===== src/rtl/instruction_fetch_unit.sv =====
// Instruction-memory initiator: streams a program into memory (LOAD), then fetches sequentially (FETCH).
// Optional macro IFU_HALT_DETECT_EN: consuming HALT_WORD stops fetch until reset.
module instruction_fetch_unit #(
    parameter int          ADDR_W    = 5,
    parameter logic [31:0] HALT_WORD = 32'hFFFF_FFFF
) (
    input  logic              CLk,
    input  logic              reset,
    input  logic              load_valid,
    input  logic [31:0]       load_data,
    input  logic              load_last,
    output logic              load_ready,
    output logic [ADDR_W:0]   load_count,
    output logic [ADDR_W-1:0] address,
    output logic              write,
    output logic [31:0]       memoryInput,
    input  logic [31:0]       instruction,
    input  logic              stall,
    input  logic              redirect,
    input  logic [ADDR_W-1:0] redirect_addr,
    output logic              fetch_valid,
    output logic [ADDR_W-1:0] fetch_pc,
    output logic [31:0]       fetch_instr,
    output logic              halted
);

`ifdef IFU_HALT_DETECT_EN
    localparam bit HALT_EN = 1'b1;
`else
    localparam bit HALT_EN = 1'b0;
`endif

    typedef enum logic [1:0] {S_LOAD, S_FETCH, S_HALT} state_t;

    state_t            r_state, w_state_nxt;
    logic [ADDR_W-1:0] r_pc, w_pc_nxt;
    logic [ADDR_W-1:0] r_out_pc, w_out_pc_nxt;
    logic              r_out_valid, w_out_valid_nxt;
    logic [ADDR_W:0]   r_load_count, w_load_count_nxt;
    logic              r_halted, w_halted_nxt;

    logic w_hold, w_consume, w_halt_go, w_load_full;

    // The write pointer equals the word count while loading; it never reaches 2^ADDR_W in LOAD.
    assign w_load_full = (r_load_count[ADDR_W-1:0] == {ADDR_W{1'b1}});
    assign w_hold      = stall & r_out_valid;
    assign w_consume   = (r_state == S_FETCH) & r_out_valid & ~stall & ~redirect;
    assign w_halt_go   = HALT_EN & w_consume & (instruction == HALT_WORD);

    always_comb begin
        w_state_nxt      = r_state;
        w_pc_nxt         = r_pc;
        w_out_pc_nxt     = r_out_pc;
        w_out_valid_nxt  = r_out_valid;
        w_load_count_nxt = r_load_count;
        w_halted_nxt     = r_halted;
        load_ready       = 1'b0;
        write            = 1'b0;
        memoryInput      = '0;
        address          = r_out_pc;
        case (r_state)
            S_LOAD: begin
                load_ready = 1'b1;
                address    = r_load_count[ADDR_W-1:0];
                write      = load_valid;
                if (load_valid) begin
                    memoryInput      = load_data;
                    w_load_count_nxt = r_load_count + 1'b1;
                    if (load_last | w_load_full) begin
                        w_state_nxt     = S_FETCH;
                        w_pc_nxt        = '0;
                        w_out_valid_nxt = 1'b0;
                    end
                end
            end
            S_FETCH: begin
                if (redirect) begin
                    address         = redirect_addr;
                    w_out_pc_nxt    = redirect_addr;
                    w_pc_nxt        = redirect_addr + 1'b1;
                    w_out_valid_nxt = 1'b1;
                end else if (w_hold) begin
                    address = r_out_pc;
                end else begin
                    address = r_pc;
                    if (w_halt_go) begin
                        w_state_nxt     = S_HALT;
                        w_out_valid_nxt = 1'b0;
                        w_halted_nxt    = 1'b1;
                    end else begin
                        w_out_pc_nxt    = r_pc;
                        w_pc_nxt        = r_pc + 1'b1;
                        w_out_valid_nxt = 1'b1;
                    end
                end
            end
            S_HALT: address = r_out_pc;
            default: w_state_nxt = S_LOAD;
        endcase
    end

    always_ff @(posedge CLk) begin
        if (reset) begin
            r_state      <= S_LOAD;
            r_pc         <= '0;
            r_out_pc     <= '0;
            r_out_valid  <= 1'b0;
            r_load_count <= '0;
            r_halted     <= 1'b0;
        end else begin
            r_state      <= w_state_nxt;
            r_pc         <= w_pc_nxt;
            r_out_pc     <= w_out_pc_nxt;
            r_out_valid  <= w_out_valid_nxt;
            r_load_count <= w_load_count_nxt;
            r_halted     <= w_halted_nxt;
        end
    end

    assign load_count  = r_load_count;
    assign fetch_valid = r_out_valid & (r_state == S_FETCH);
    assign fetch_pc    = r_out_pc;
    assign fetch_instr = instruction;
    assign halted      = HALT_EN & r_halted;

endmodule


===== config.mk =====
export PLATFORM = sky130hd
export DESIGN_NAME = instruction_fetch_unit
export DESIGN_NICKNAME = d
export VERILOG_FILES = /design/src/rtl/instruction_fetch_unit.sv
export SDC_FILE = /design/constraint.sdc
export NUM_CORES = 1
export LEC_CHECK = 0
export ABC_AREA = 1
export ABC_CLOCK_PERIOD_IN_PS = 1400
export CAP_MARGIN = 25
export CORE_MARGIN = 2
export CORE_UTILIZATION = 27
export DETAILED_ROUTE_END_ITERATION = 8
export PLACE_DENSITY = 0.84
export SYNTH_ARGS = -nofsm -noshare
export SYNTH_HDL_FRONTEND = slang
export SYNTH_SLANG_ARGS = --single-unit

===== constraint.sdc =====
create_clock -name CLk -period 1.4 [get_ports CLk]
set_input_delay 0.35 -clock CLk [delete_from_list [all_inputs] [get_ports CLk]]
set_output_delay 0.35 -clock CLk [all_outputs]
set_load 0.02 [all_outputs]

==> impl_metrics.tcl, run 1 <==
set metrics [dict create \
    portBuffers 93 \
    syn_inst 263 \
    netlist_top_cells_area "dfxtp_1 23%, nand2_1 17%, buf_4 17%" \
    numCtsBuffers 3 \
    std_cell_rows 27 \
    crit_type "reg -> out" \
    wl_met2_mm 3.871 \
    total_power_mw 1.988 \
    drtAntennaViolNets 0 \
    setup_viol 43 \
    final_util_pct 60.75 \
    gp_congestion 0.8545 \
    coreArea_mm2 0.005608 \
    wl_per_cell_um 16.14 \
    synth_top_area_share_pct 22.64 \
    syn_area_per_cell_um2 6.051 \
    rsz0062_at_grt "true" \
    cp_max_fo 6 \
    synth-edff-count 0 \
    synth-main-ff-cell "dfxtp_1" \
    ctsHoldBuffers 0 \
    synth_area_mm2 0.001592 \
    drcViolationCount 0 \
    synthTopCellsByCount "72 x nand2_1, 42 x nor2_1, 35 x buf_4" \
    cts_root_buffer "clkbuf_8" \
    power.density_mw_per_mm2 583.6 \
    grt_max_degree 24 \
    io_pins 159 \
    p_leak_nw 1.589 \
    drt-initial-drc-count 104 \
    violations "setup timing" \
    die_w_um 80.78 \
    multi_input_area_mm2 0.001266 \
    grt_first_pass_wirelength_mm 9.204 \
    num_vias 2151 \
    antenna_found_initial 0 \
    dpl_worst_slack_ns -1.181 \
    totalWireLength_mm 7.231 \
    cap_violations 0 \
    finalSetupTns_ns -6.104 \
    fillers 481 \
    yosys_warnings 0 \
    hold_class "reg -> reg" \
    fmax_mhz 563.4 \
    synth_cell_types 27 \
    fin_ws_ns -0.3750 \
    hpwl_mm 4.341 \
    fin_worst_skew_ns 0.003473 \
    regArea_um2 374.1 \
    dr.max_layer_used "met4" \
    synth_top_area_cell "dfxtp_1" \
    yosysMostFrequentCell "nand2_1" \
    layout_min_cycle_time_ns 1.775 \
    grt_pass1_vias 1992 \
    post_dp_cell_area_mm2 0.002723 \
    cts_tree "built" \
    design_area_mm2 0.003407 \
    chipHeight_um 80.78 \
    yosysSeqAreaShare_pct 22.64 \
    ir_drop_uv 637.2 \
    ys_ff_latch 18 \
    syn2layout_area_growth_pct 114.1 \
    cp-end-kind "output pin" \
    viasPerCell 4.801 \
    insertion_delay_ns 0.26 \
    slew_violations 0 \
    cts_num_sinks 18 \
    syn-num-nets 341 \
    critPathArrivalTime_ns 1.42 \
    antenna_cells 0 \
    drive_gt1_share_pct 55.59 \
    layout.nets 456 \
    design.die.area_mm2 0.006525 \
    grt_usage_pct 17.72 \
    drt-pass1-iter-count 4 \
    grt.overflow.total 0 \
    start_util_pct 28.38 \
    cp-start-kind "flop" \
    clk_pin_slew_worst_paths_ns 0.07 \
    hold_viol_final 0 \
    critPathRequiredTime_ns 1.05 \
    wirelength_met1_mm 2.587 \
    htreeDepth 1 \
    clk_path_buf_depth 2 \
    async_flop_share_pct 0 \
    period_share_pct 126.8 \
    status "complete, but fails checks" \
    wl_met3_um 457 \
]
-- power by group --
group / internal (mW) / switching [mW]
clock: 0.192 / 0.183
sequential: 0.538 / 0.0311
combinational: 0.523 / 0.520
-- path summary, 6_finish.rpt --
check	slack (ns)	cells after the start	to	startpoint
worst max-delay path	-0.37	6	address[2]	r_out_valid$_SDFFE_PP0P_
worst min-delay path	0.49	2	r_pc[1]$_SDFFE_PP0P_	r_pc[1]$_SDFFE_PP0P_
worst max register to register	-0.09	9	load_count[3]$_SDFFE_PP0P_	r_state[0]$_SDFFE_PP0P_
worst min register to register	0.49	2	r_pc[1]$_SDFFE_PP0P_	r_pc[1]$_SDFFE_PP0P_
-- worst max-delay path: stages (launching register included) --
cell and delay (ns):
dfxtp_2 0.36, nand2_4 0.09, buf_6 0.14, o21ai_4 0.14
o22ai_2 0.10, o21bai_4 0.19, buf_6 0.13
-- flip-flops by register name, indices dropped and copies added, names as in the netlist --
register / cells
fetch_pc: 5
load_count: 6
r_out_valid: 1
r_pc: 5
r_state: 1
-- final cells by class --
type | count | area share, %
Clock buffer | 3 | 1.212
Inverter | 29 | 3.489
Multi-Input combinational cell | 170 | 37.16
Sequential cell | 18 | 10.98
Tap cell | 72 | 2.644
Timing Repair Buffer | 156 | 44.51
-- per-layer routing --
| metal | vias up | global-route usage, % |
|---|---|---|
| li1 | 1003 | - |
| met1 | 1007 | 19.22 |
| met2 | 105 | 35.25 |
| met3 | 36 | 2.000 |
| met4 | 0 | 5.932 |
| met5 | - | 0 |
-- through the flow --
stage	hold WS, ns	cells
finish	0.4921	448
global route	0.5058	448
CTS	0.4848	436
detailed placement	0.4839	424
global placement	0.4682	424
floorplan	0.4526	263
-- cell families (layout without fill, tap and decap cells) --
| group | after synthesis | after routing | share of synthesized area [%] |
|---|---|---|---|
| flops | 18 | 18 | 22.64 |
| fa+ha+maj | 3 | 3 | 2.359 |
| simple gates | 130 | 130 | 33.41 |
| buf+inv | 75 | 188 | 26.96 |
| other cells | 1 | 1 | 0.2356 |
| compound gates | 36 | 36 | 14.39 |
-- layout by cell type (no fill, tap or decap), types with 3 or more instances in the layout --
cell type,instances
dfxtp_1,11
nand2_1,52
buf_6,47
nand2_2,17
nor2_1,10
o21ai_1,6
nand3_1,7
dlygate4sd2_1,15
a21oi_1,10
nand2_4,5
inv_1,21
o21ai_2,6
dlymetal6s2s_1,3
nor2_4,33
buf_12,3
buf_4,48
clkdlybuf4s50_1,25
o21bai_4,4
dfxtp_2,5
clkbuf_2,4
inv_2,6
o22ai_2,5
buf_2,4
clkbuf_8,3
-- what timing repair did --
action	4_1_cts	5_1_grt
endpoints found under the setup margin	64	56
cloned	2	3
pin swaps	32	37
gates resized for setup	318	83
buffers inserted	7	11
(Power assumes the default switching activity.)
==> inputs of run 2 (changes only) <==
--- a/config.mk
+++ b/config.mk
@@ -10,6 +10,6 @@
 export CAP_MARGIN = 25
-export CORE_MARGIN = 2
+export CORE_MARGIN = 3
 export CORE_UTILIZATION = 27
 export DETAILED_ROUTE_END_ITERATION = 8
-export PLACE_DENSITY = 0.84
+export PLACE_DENSITY = 0.74
 export SYNTH_ARGS = -nofsm -noshare
==> constraint.sdc (replaced) <==
create_clock -name CLk -period 1.4 [get_ports CLk]
set_input_delay 0.28 -clock CLk [delete_from_list [all_inputs] [get_ports CLk]]
set_output_delay 0.28 -clock CLk [all_outputs]
set_load 0.02 [all_outputs]
==> run 2 against run 1 <==
The flow still finishes with violations (setup timing). Critical path type unchanged. Utilization down 6.6 points. Sequential share of layout area rose by 1.3 points. Maximum frequency increased by 7.7%. Wire length fell by 20%. Largest cell class unchanged. Setup slack improved by 0.13 ns. Die area rose by 5.0%. Sequential cell count unchanged.
==> impl_metrics.tcl, run 2 (synthesized netlist as in run 1, its figures left out) <==
set metrics [dict create \
    status "complete, but fails checks" \
    violations "setup timing" \
    setup_viol 37 \
    layout.nets 444 \
    clk_path_buf_depth 2 \
    drive_gt1_share_pct 43.84 \
    antenna_cells 0 \
    post_dp_cell_area_mm2 0.002586 \
    totalWireLength_mm 5.794 \
    viasPerCell 4.554 \
    num_vias 1990 \
    largest_reg_flops 6 \
    critPathRequiredTime_ns 1.12 \
    cp-end-kind "output pin" \
    clockPowerShare_pct 22.7 \
    path_delay_family "compound AO/OA/AOI/OAI gates" \
    fin_worst_skew_ns 0.008023 \
    slowest_delay_ns 0.38 \
    hold_viol_final 0 \
    mostFrequentLayoutCells "63 x nand2_1, 62 x buf_4, 37 x clkdlybuf4s50_1, 24 x inv_1, 21 x buf_6" \
    fillers 534 \
    antenna_found_initial 0 \
    cts_root_buffer "clkbuf_8" \
    syn2layout_area_growth_pct 90.72 \
    dr.max_layer_used "met4" \
    path_cells "nand2_4, buf_6, o21ai_2, o22ai_2, a21o_1, buf_6" \
    insertion_delay_ns 0.26 \
    wl_met2_mm 3.137 \
    htreeDepth 1 \
    std_cell_rows 27 \
    cell_internal_pwr_mw 1.235 \
    slew_violations 0 \
    design_area_mm2 0.003035 \
    grt_pass1_vias 1821 \
    drt-initial-drc-count 111 \
    cp-start-kind "flop" \
    hpwl_mm 4.190 \
    cp_common_cell "buf_6" \
    finalSetupTns_ns -2.323 \
    wirelength_met1_mm 2.017 \
    cap_violations 0 \
    period_share_pct 117.8 \
    switchingPower_mw 0.6331 \
    grt.overflow.total 0 \
    critical_path.slowest_cell "dfxtp_4" \
    portBuffers 93 \
    grt_first_pass_wirelength_mm 8.190 \
    wl_met3_um 416 \
    crit_type "reg -> out" \
    critPathArrivalTime_ns 1.37 \
    cp_max_fo 5 \
    power.density_mw_per_mm2 615.5 \
    wl_per_cell_um 13.26 \
    chipHeight_um 82.78 \
    cts_tree "built" \
    fmax_mhz 606.5 \
    grt_max_degree 26 \
    final_common_cell "nand2_1" \
    hold_class "in -> reg" \
    crit_buf_inv 2 \
    grt_usage_pct 15.44 \
    start_util_pct 28.38 \
    layout_min_cycle_time_ns 1.649 \
    p_leak_nw 1.479 \
    numCtsBuffers 3 \
    cts_num_sinks 18 \
    clk_pin_slew_worst_paths_ns 0.06 \
    drt-pass1-iter-count 4 \
    gp_congestion 0.8812 \
    io_pins 159 \
    fin_ws_ns -0.2488 \
    coreArea_mm2 0.005608 \
    sw_frac_of_total_pct 33.89 \
    die_w_um 82.78 \
    design.die.area_mm2 0.006852 \
    drtAntennaViolNets 0 \
    drcViolationCount 0 \
    combPwrFrac_pct 47.1 \
    rsz0062_at_grt "true" \
    seqPwrFrac_pct 30.2 \
    ir_drop_uv 401.0 \
]
run 2: cell count changes in the layout (fill, tap and decap cells not counted), moves of 4 or more:
cell             change
clkdlybuf4s50_1     +12
nand2_2              -9
nor2_1              +10
o21bai_4             -4
buf_4               +14
dfxtp_2              -4
buf_2                -4
buf_6               -26
nand2_1             +11
nor2_4              -19
nor2_2               +9
dlygate4sd2_1        -4
o21bai_1             +4
run 2: through the flow:
stage	cells	worst slack (ns)	hold WS [ns]	total power, mW	utilization [%]
after global routing	437	-0.3058	0.5088	1.968	54.13
after detailed placement	420	-1.104	0.4772	1.306	46.12
after floorplan	263	0.01059	0.4526	1.037	-
after global placement	420	-1.057	0.4736	1.296	46.12
after CTS	430	-0.2330	0.5151	1.694	45.96
final	437	-0.2488	0.4888	1.868	54.13
run 2: final cells by class:
cell class	instances	area [um2]	area share, %
clock buffer	4	55.05	1.814
inverter	29	111.4	3.669
multi-input combinational	171	1054	34.71
sequential	18	372.9	12.28
tap	72	90.09	2.968
timing repair buffer	143	1353	44.56
run 2: worst register-to-register path, delay by kind of cell, from the launching register on:
family,cells,cell delay [ns]
buffers and inverters,3,0.42
AND/OR/NAND/NOR,6,0.53
flip-flops,1,0.37
run 2: final timing paths:
kind                                    from                    endpoint  slack, ns  depth (start not counted)
hold reg to reg   load_count[0]$_SDFFE_PP0P_  load_count[0]$_SDFFE_PP0P_       0.52                          2
setup reg to reg     r_state[0]$_SDFFE_PP0P_  load_count[5]$_SDFFE_PP0P_      -0.01                          9
hold / removal                      redirect        r_pc[0]$_SDFFE_PP0P_       0.49                          4
setup / recovery    r_out_valid$_SDFFE_PP0P_                  address[4]      -0.25                          6
run 2: power groups by stage:
stage                     logic, mW  clock network, mW  registers [mW]
after global routing          0.942              0.460           0.566
final                         0.881              0.424           0.563
after detailed placement      0.737                  0           0.569
after floorplan               0.451                  0           0.586
after global placement        0.728                  0           0.568
after CTS                     0.695              0.437           0.562
run 2: metal layers:
layer / vias to the layer above / global-route usage [%]
met2: 97 / 29.81
met3: 28 / 2.052
met4: 0 / 8.660
met1: 885 / 15.73
li1: 980 / -
met5: - / 0
run 2: what timing repair did:
action	4_1_cts	5_1_grt
hold buffers	0	0
hold endpoints to repair	0	0
setup buffers	5	5
resized for setup	206	119
endpoints found under the setup margin	59	31
pin swaps	8	20
gates cloned	1	3
